$ cat src/rtl/mem_port_arbiter.sv
// Two-port (fetch/data) arbiter onto a single synchronous-read memory port.
// Grants are combinational; read-valid strobes are registered one cycle later.
module mem_port_arbiter #(
    parameter int ADDR_W     = 8,
    parameter int DATA_W     = 8,
    parameter int PRIO_DATA  = 1,
    parameter int STARVE_MAX = 4
) (
    input  logic              clk,
    input  logic              reset,

    input  logic              if_req,
    input  logic              if_we,
    input  logic [ADDR_W-1:0] if_addr,
    input  logic [DATA_W-1:0] if_wdata,

    input  logic              d_req,
    input  logic              d_we,
    input  logic [ADDR_W-1:0] d_addr,
    input  logic [DATA_W-1:0] d_wdata,

    output logic              if_gnt,
    output logic              d_gnt,
    output logic              if_rvalid,
    output logic              d_rvalid,
    output logic [DATA_W-1:0] if_rdata,
    output logic [DATA_W-1:0] d_rdata,
    output logic              if_stall,

    output logic [ADDR_W-1:0] mem_addr,
    output logic              mem_we,
    output logic [DATA_W-1:0] mem_wdata,
    input  logic [DATA_W-1:0] mem_rdata
);

    localparam logic       OWNER_IF   = 1'b0;
    localparam logic       OWNER_D    = 1'b1;
    localparam logic [3:0] STARVE_LIM = 4'(STARVE_MAX);

    logic [3:0] starve_cnt;
    logic       last_owner;
    logic       arb_on;
    logic       starved;
    logic       d_wins;

    assign arb_on  = !reset;
    assign starved = (starve_cnt == STARVE_LIM);

    // Contention winner: starvation override first, then priority or round-robin.
    always_comb begin
        d_wins = 1'b0;
        if (starved) begin
            d_wins = 1'b0;
        end else if (PRIO_DATA != 0) begin
            d_wins = 1'b1;
        end else begin
            d_wins = (last_owner == OWNER_IF);
        end
    end

    always_comb begin
        if_gnt = 1'b0;
        d_gnt  = 1'b0;
        unique case (1'b1)
            (arb_on && if_req && !d_req): if_gnt = 1'b1;
            (arb_on && d_req && !if_req): d_gnt  = 1'b1;
            (arb_on && d_req && if_req): begin
                d_gnt  = d_wins;
                if_gnt = !d_wins;
            end
            default: ;
        endcase
    end

    always_comb begin
        mem_addr  = '0;
        mem_we    = 1'b0;
        mem_wdata = '0;
        unique case (1'b1)
            if_gnt: begin
                mem_addr  = if_addr;
                mem_we    = if_we;
                mem_wdata = if_wdata;
            end
            d_gnt: begin
                mem_addr  = d_addr;
                mem_we    = d_we;
                mem_wdata = d_wdata;
            end
            default: ;
        endcase
    end

    assign if_stall = arb_on && if_req && !if_gnt;
    assign if_rdata = mem_rdata;
    assign d_rdata  = mem_rdata;

    always_ff @(posedge clk or posedge reset) begin
        if (reset) begin
            if_rvalid <= 1'b0;
            d_rvalid  <= 1'b0;
        end else begin
            if_rvalid <= if_gnt && !if_we;
            d_rvalid  <= d_gnt && !d_we;
        end
    end

    always_ff @(posedge clk or posedge reset) begin
        if (reset) begin
            last_owner <= OWNER_IF;
        end else if (if_gnt) begin
            last_owner <= OWNER_IF;
        end else if (d_gnt) begin
            last_owner <= OWNER_D;
        end
    end

    always_ff @(posedge clk or posedge reset) begin
        if (reset) begin
            starve_cnt <= 4'd0;
        end else if (!if_req || if_gnt) begin
            starve_cnt <= 4'd0;
        end else if (starve_cnt < STARVE_LIM) begin
            starve_cnt <= starve_cnt + 4'd1;
        end
    end

endmodule
$ cat config.mk
export PLATFORM = sky130hd
export DESIGN_NAME = mem_port_arbiter
export DESIGN_NICKNAME = d
export VERILOG_FILES = /design/src/rtl/mem_port_arbiter.sv
export SDC_FILE = /design/constraint.sdc
export NUM_CORES = 1
export LEC_CHECK = 0
export ABC_AREA = 0
export BUFFER_PORTS_ARGS = -buffer_cell sky130_fd_sc_hd__clkbuf_2
export CAP_MARGIN = 0
export CORE_MARGIN = 2
export CORE_UTILIZATION = 33
export CTS_CLUSTER_DIAMETER = 120
export DETAILED_ROUTE_END_ITERATION = 12
export PLACE_DENSITY = 0.9
export SKIP_LAST_GASP = 1
export SYNTH_ARGS = -nofsm -noshare
export SYNTH_HDL_FRONTEND = slang
export SYNTH_SLANG_ARGS = --single-unit
$ cat constraint.sdc
create_clock -name clk -period 2.5 [get_ports clk]
set_input_delay 0.25 -clock clk [delete_from_list [all_inputs] [get_ports clk]]
set_output_delay 0.25 -clock clk [all_outputs]
set_load 0.005 [all_outputs]
Word level (Yosys, flattened, before mapping)
Cells that the tools add are included.
{"block": "op_classes", "add_sub_neg": 1, "order_cmp": 1, "eq_ne": 1, "n_mux": 8, "reduce_logical": 16}
{"op": "8-bit one-hot mux with 2 select lines", "n": 2}
{"op": "1-bit logical AND", "n": 8}
{"op": "4-bit two-way mux", "n": 2}
{"op": "1-bit logical NOT", "n": 6}
{"op": "1-bit one-hot mux with 2 select lines", "n": 3}
{"op": "4-bit by 1-bit adder with 4-bit output, second input constant", "n": 1}
{"op": "4-bit by 3-bit == test with 1-bit output, second input constant", "n": 1}
{"op": "4-bit by 3-bit less-than comparator with 1-bit output, second input constant", "n": 1}
{"op": "2-bit nonzero test", "n": 1}
{"op": "1-bit logical OR", "n": 1}
{"op": "1-bit two-way mux", "n": 1}
{"block": "totals", "reg_bits": 6, "inputBits": 46, "output_inout_bits": 38, "wordCells": 30}

Longest topological paths before layout
Gate-level depths: netlist of run 1.
{"block": "depth", "word_depth": 6, "mapped_depth": 6, "depth_no_buf": 5}

Worst setup path after synthesis of run 1
OpenSTA, ideal clock, no wires.
{"block": "synth_timing", "kind": "flip-flop to output port", "from": "register starve_cnt[0]", "to": "output mem_addr[4]", "t_arrival_ns": 1.398, "slack_ns": 0.852, "path_stages_with_launch": 7, "n_path_buf": 1, "path_cell_list": "dfrtp_1 > inv_1 > ha_1 > and3b_4 > o211a_4 > buf_6 > a22o_1"}
{"element": "start: declaration", "line": "40", "rtl": "logic [3:0] starve_cnt;"}
{"element": "start signal: assignment", "line": "124", "rtl": "starve_cnt <= starve_cnt + 4'd1;"}
{"element": "4-bit by 3-bit == test with 1-bit output", "line": "47", "rtl": "assign starved = (starve_cnt == STARVE_LIM);"}
{"element": "1-bit one-hot mux with 2 select lines", "line": "64", "rtl": "unique case (1'b1)"}
{"element": "net if_gnt", "line": "22", "rtl": "output logic if_gnt,"}
{"element": "8-bit one-hot mux with 2 select lines", "line": "79", "rtl": "unique case (1'b1)"}
{"element": "end: declaration", "line": "30", "rtl": "output logic [ADDR_W-1:0] mem_addr,"}
The timed path passes the listed nets, and every way through them passes these cells.

Worst setup path after layout of run 1
{"block": "layout_timing", "from": "input reset", "to": "output mem_addr[6]"}
{"block": "layout_between", "elab_chain_cells": 5}
{"element": "start: declaration", "line": "10", "rtl": "input logic reset,"}
{"element": "1-bit logical NOT (no source line) *"}
{"element": "1-bit logical AND (on tied branches)", "line": "66, 67, 65"}
{"element": "1-bit logical AND (on tied branches)", "line": "67, 65, 66"}
{"element": "1-bit one-hot mux with 2 select lines", "line": "64"}
{"element": "8-bit one-hot mux with 2 select lines *", "line": "79"}
Every way passes the cells marked *; elsewhere a longest branch is shown, timed or not.

==> results.toml, run 1 <==
[grt]
met3_usage = 0.0377
met2_usage = 0.243
grt_max_degree = 24
overflow = 0
busiest_layer = "met2"
grt_pass1_vias = 586
use_met1 = 0.178
grt_pass1_wl_mm = 2.38
grt_util_all_layers = 0.147
antenna_found_initial = 0

[drt]
vias = 623
viasPerCell = 4.65
post_drt_wl_per_cell_um = 11.7
dr.pass1.iters = 1
drtAntennaViolNets = 0
drc = 0
drtIter0Drc = 0
drt-total-wl_mm = 1.57

[clocking]
post_cts_buffers = 0
cts_tree = "yes"
cts.sinks = 6
cts_hold_buf = 1
clk_pin_slew_ns = 0.04
h-tree-depth = 1
cts-resized-gates = 0
cts_made_buffers = 3
cts_max_path_buffers = 2
clock_latency_ns = 0.24
cts_root_buffer = "clkbuf_4"

[timing]
clock_skew_ns = 0.00415
rsz0062_at_grt = "no"
fin_crit_ns = 2.07
finalHoldViolations = 0
max_freq_mhz = 482
tightestPinTransition_ns = 0.483
slew_headroom = 0.677
setup_ws_ns = 0.427
finalMaxSlewViolations = 0
period_share = 0.829
setup_viol = 0
tns_ns = 0

[synthesis]
synthCells = 65
ys_seq_elements = 6
ys_seq_area_frac = 0.238
syn_avg_cell_area_um2 = 9.72
synth.distinct_cells = 18
yosysWarnings = 0
netlist_area_um2 = 632
syn-num-nets = 113

[floorplan]
die_h_um = 47.8
die_x_um = 47.8
ioPinCount = 84
start_util = 0.358
dieArea_um2 = 2280
core_um2 = 1760
num_rows = 15

[critical_path]
rr_worst_depth = 5
r2r-end = "d_rvalid$_DFF_PP0_"
path_class = "primary input to output pin"
ff2ff_setup_slack_ns = 0.99
cp-start-kind = "primary input"
crit_path_max_fanout = 19
critPathCaptureType = "output pin"
cp.arrival_ns = 1.82
cp_data_required_time_ns = 2.25
r2r-start = "starve_cnt[0]$_DFFE_PP0P_"

[worst_hold_path]
hold_depth = 2
hold_end = "d_rvalid$_DFF_PP0_"
min_path_type = "primary input to register"
worstHoldStart = "d_we"

[place]
gp_congestion = 0.705
port_buffers = 59
dp_slack_ns = 0.678

[run]
max-cap-violations = 0

[layout]
fillers = 193
final_common_cell = "clkbuf_2"
area_delta_synth_final_pct = 33.1
layout-drive-gt1-share = 0.615
layout_common_cells = "59 x clkbuf_2, 17 x a22o_1, 6 x dfrtp_1"
nets = 159
diodes = 0

[power]
leakage_nw = 0.503
power_density_nw_per_um2 = 361
peakVddDrop_v = 0.000163

[run_status]
status = "complete, no violations"
==> worst max-delay path, cell delays in order <==
cell,delay [ns]
dlygate4sd3_1,0.53
clkbuf_2,0.11
nand2b_1,0.19
a21oi_4,0.42
a22o_1,0.21
clkbuf_2,0.11
==> state kept, by name, summed over array words and instances (netlist names) <==
name        count
starve_cnt      4
d_rvalid        1
if_rvalid       1
==> power by group <==
part / switching (mW) / total (mW) / internal (mW)
clock network: 0.0314 / 0.0854 / 0.0541
logic: 0.0475 / 0.109 / 0.0617
registers: 0.00477 / 0.108 / 0.104
total: 0.0837 / 0.303 / 0.219
==> metal layers <==
metal,vias to the layer above,routed length (um)
met4,0,16
met1,271,617
li1,304,-
met2,46,777
met3,2,154
met5,-,0
==> cell type report <==
cell class	count	area, um2	share of cell area
repair buffers	60	305	0.363
clock buffers	3	22.5	0.0268
well taps	25	31.3	0.0372
inverters	4	15.0	0.0179
flip-flops and latches	6	150	0.179
multi-input cells	36	317	0.376
==> logic make-up after synthesis <==
kind of cell	after synthesis	share of synthesized area
flops	6	0.238
simple gates	12	0.135
compound gates	20	0.297
fa+ha+maj	2	0.0396
xor+xnor	1	0.0139
buf+inv	23	0.261
mux	1	0.0158
==> metrics by stage <==
step | util | instances | hold WS, ns | total power [mW] | area, um2
after floorplan | - | 65 | 0.0567 | 0.186 | 632
after CTS | 0.477 | 134 | 0.195 | 0.309 | 841
after global placement | 0.458 | 130 | 0.171 | 0.215 | 808
after global routing | 0.477 | 134 | 0.192 | 0.330 | 841
after detailed placement | 0.458 | 130 | 0.182 | 0.220 | 808
final | 0.477 | 134 | 0.195 | 0.303 | 841
==> how the worst max path moves through the flow <==
stage,start,endpoint,slack (ns)
floorplan,starve_cnt[0]$_DFFE_PP0P_,mem_addr[4],0.85
global placement,starve_cnt[0]$_DFFE_PP0P_,mem_wdata[1],0.73
detailed placement,starve_cnt[0]$_DFFE_PP0P_,mem_addr[6],0.68
CTS,reset,mem_addr[6],0.42
global route,starve_cnt[0]$_DFFE_PP0P_,mem_wdata[1],0.32
finish,reset,mem_addr[6],0.43
==> cells in the mapped netlist <==
master | n | share of area
and3b_4 | 1 | 0.020
o21ai_0 | 1 | 0.0079
nand2b_1 | 1 | 0.0099
ha_1 | 2 | 0.040
nor2_1 | 3 | 0.018
mux2i_1 | 1 | 0.016
nand2_1 | 1 | 0.0059
a22o_1 | 17 | 0.24
nor2b_1 | 3 | 0.030
buf_4 | 17 | 0.20
a21oi_4 | 1 | 0.026
nor3b_2 | 2 | 0.040
nor3b_1 | 1 | 0.012
xnor2_1 | 1 | 0.014
inv_1 | 4 | 0.024
buf_6 | 2 | 0.036
dfrtp_1 | 6 | 0.24
o211a_4 | 1 | 0.028
Note: power is estimated with default switching activity, not from simulation.
==> inputs of run 2 (changes only) <==
--- a/config.mk
+++ b/config.mk
@@ -9,10 +9,10 @@
 export BUFFER_PORTS_ARGS = -buffer_cell sky130_fd_sc_hd__clkbuf_2
 export CAP_MARGIN = 0
 export CORE_MARGIN = 2
-export CORE_UTILIZATION = 33
+export CORE_UTILIZATION = 31
 export CTS_CLUSTER_DIAMETER = 120
 export DETAILED_ROUTE_END_ITERATION = 12
-export PLACE_DENSITY = 0.9
+export PLACE_DENSITY = 0.86
 export SKIP_LAST_GASP = 1
 export SYNTH_ARGS = -nofsm -noshare
 export SYNTH_HDL_FRONTEND = slang
==> constraint.sdc (replaced) <==
create_clock -name clk -period 2.1 [get_ports clk]
set_input_delay 0.21 -clock clk [delete_from_list [all_inputs] [get_ports clk]]
set_output_delay 0.21 -clock clk [all_outputs]
set_load 0.005 [all_outputs]
==> run 2 against run 1 <==
Compared with the run above: register-to-register slack worse by 0.33 ns; total power grew 20%; die area grew 5.9%; core utilization shrank 3.2 points; via count up 4.7%; critical endpoint is now mem_we.
==> results.toml, run 2 (synthesis gave the netlist of run 1 again) <==
[run_status]
status = "complete, no violations"

[grt]
grt_pass1_vias = 681
grt_max_degree = 24
use_met1 = 0.139
grt_util_all_layers = 0.148
met3_usage = 0.0521
antenna_found_initial = 0
met2_usage = 0.268
overflow = 0
busiest_layer = "met2"
grt_pass1_wl_mm = 2.81

[clocking]
cts_tree = "yes"
cts_made_buffers = 3
cts.sinks = 6
clock_latency_ns = 0.24
clk_pin_slew_ns = 0.04
cts_root_buffer = "clkbuf_4"
cts_max_path_buffers = 2
cts-resized-gates = 0
h-tree-depth = 1

[critical_path]
r2r-end = "starve_cnt[1]$_DFFE_PP0P_"
cp-start-kind = "register"
cp.arrival_ns = 1.77
rr_worst_depth = 5
path_class = "register to output pin"
ff2ff_setup_slack_ns = 0.66
r2r-start = "starve_cnt[0]$_DFFE_PP0P_"
cp_data_required_time_ns = 1.89
critPathCaptureType = "output pin"
crit_path_max_fanout = 23

[power]
power_density_nw_per_um2 = 422
leakage_nw = 0.512
peakVddDrop_v = 0.000148

[drt]
drt-total-wl_mm = 1.69
dr.pass1.iters = 2
drc = 0
viasPerCell = 4.76
drtIter0Drc = 7
vias = 652
post_drt_wl_per_cell_um = 12.4
drtAntennaViolNets = 0

[timing]
finalHoldViolations = 0
rsz0062_at_grt = "no"
max_freq_mhz = 504
slew_headroom = 0.821
tns_ns = 0
finalMaxSlewViolations = 0
clock_skew_ns = 0.000634
setup_ws_ns = 0.118
tightestPinTransition_ns = 0.269
fin_crit_ns = 1.98
setup_viol = 0
period_share = 0.944

[place]
dp_slack_ns = 0.307
dpl.hpwl_mm = 1.42
gp_congestion = 0.673
placed_cell_area_um2 = 811
port_buffers = 59

[layout]
regMostFlops = "starve_cnt"
nets = 160
fin_util = 0.445
layout_common_cells = "59 x clkbuf_2, 17 x a22o_1, 6 x dfrtp_1"
fin_area_um2 = 863
layout-drive-gt1-share = 0.618
top_regs = "starve_cnt: 4 flops, d_rvalid: 1 flops, if_rvalid: 1 flops"
largest_reg_flops = 4
final_common_cell = "clkbuf_2"
diodes = 0
area_delta_synth_final_pct = 36.6

[floorplan]
ioPinCount = 84
die_h_um = 49.1
dieArea_um2 = 2420
die_x_um = 49.1
start_util = 0.325
num_rows = 16
core_um2 = 1940

[worst_hold_path]
hold_end = "if_rvalid$_DFF_PP0_"
min_path_type = "primary input to register"
hold_depth = 2
worstHoldStart = "if_we"

[run]
max-cap-violations = 0
## run 2: worst max path at each step
stage	from	end	slack, ns
2_1_floorplan	starve_cnt[0]$_DFFE_PP0P_	mem_addr[4]	0.49
3_3_place_gp	starve_cnt[0]$_DFFE_PP0P_	mem_wdata[6]	0.36
3_5_place_dp	starve_cnt[0]$_DFFE_PP0P_	mem_wdata[6]	0.31
4_1_cts	starve_cnt[0]$_DFFE_PP0P_	mem_wdata[6]	0.04
5_1_grt	starve_cnt[0]$_DFFE_PP0P_	mem_wdata[6]	0.001
6_report	starve_cnt[0]$_DFFE_PP0P_	mem_we	0.12
## run 2: metrics by stage
| step | total power [mW] | std cells | hold WS, ns |
|---|---|---|---|
| 2_1_floorplan | 0.221 | 65 | 0.0167 |
| 3_3_place_gp | 0.257 | 132 | 0.131 |
| 3_5_place_dp | 0.262 | 132 | 0.151 |
| 4_1_cts | 0.370 | 136 | 0.131 |
| 5_1_grt | 0.398 | 137 | 0.133 |
| 6_report | 0.364 | 137 | 0.139 |
## run 2: what timing repair did
item / 4_1_cts / 5_1_grt
endpoints found under the setup margin: 0 / 17
endpoints found under the hold margin: 6 / 0
hold buffers: 1 / 0
setup buffers: 0 / 1
## run 2: critical path, stage by stage (launching register included)
cell and delay (ns):
dfrtp_1 0.37, inv_1 0.06, ha_1 0.20, and3b_4 0.21, o211a_4 0.33, a22o_1 0.26, clkbuf_2 0.11
## run 2: cell type report
type	instances	area, um2
Timing Repair Buffer	61	325
Fill cell	206	1080
Clock buffer	3	22.5
Multi-Input combinational cell	36	317
Inverter	4	15.0
Tap cell	27	33.8
Sequential cell	6	150
## run 2: power by group
part	total (mW)	internal, mW	switching [mW]	leakage (nW)
Combinational	0.136	0.0775	0.0583	0.417
Sequential	0.129	0.123	0.00522	0.0810
Clock	0.0998	0.0642	0.0356	0.0138
## run 2: routing by layer
| metal | up-vias | wire length, um |
|---|---|---|
| li1 | 306 | - |
| met1 | 293 | 599 |
| met2 | 47 | 876 |
| met3 | 6 | 191 |
| met4 | 0 | 27 |
| met5 | - | 0 |
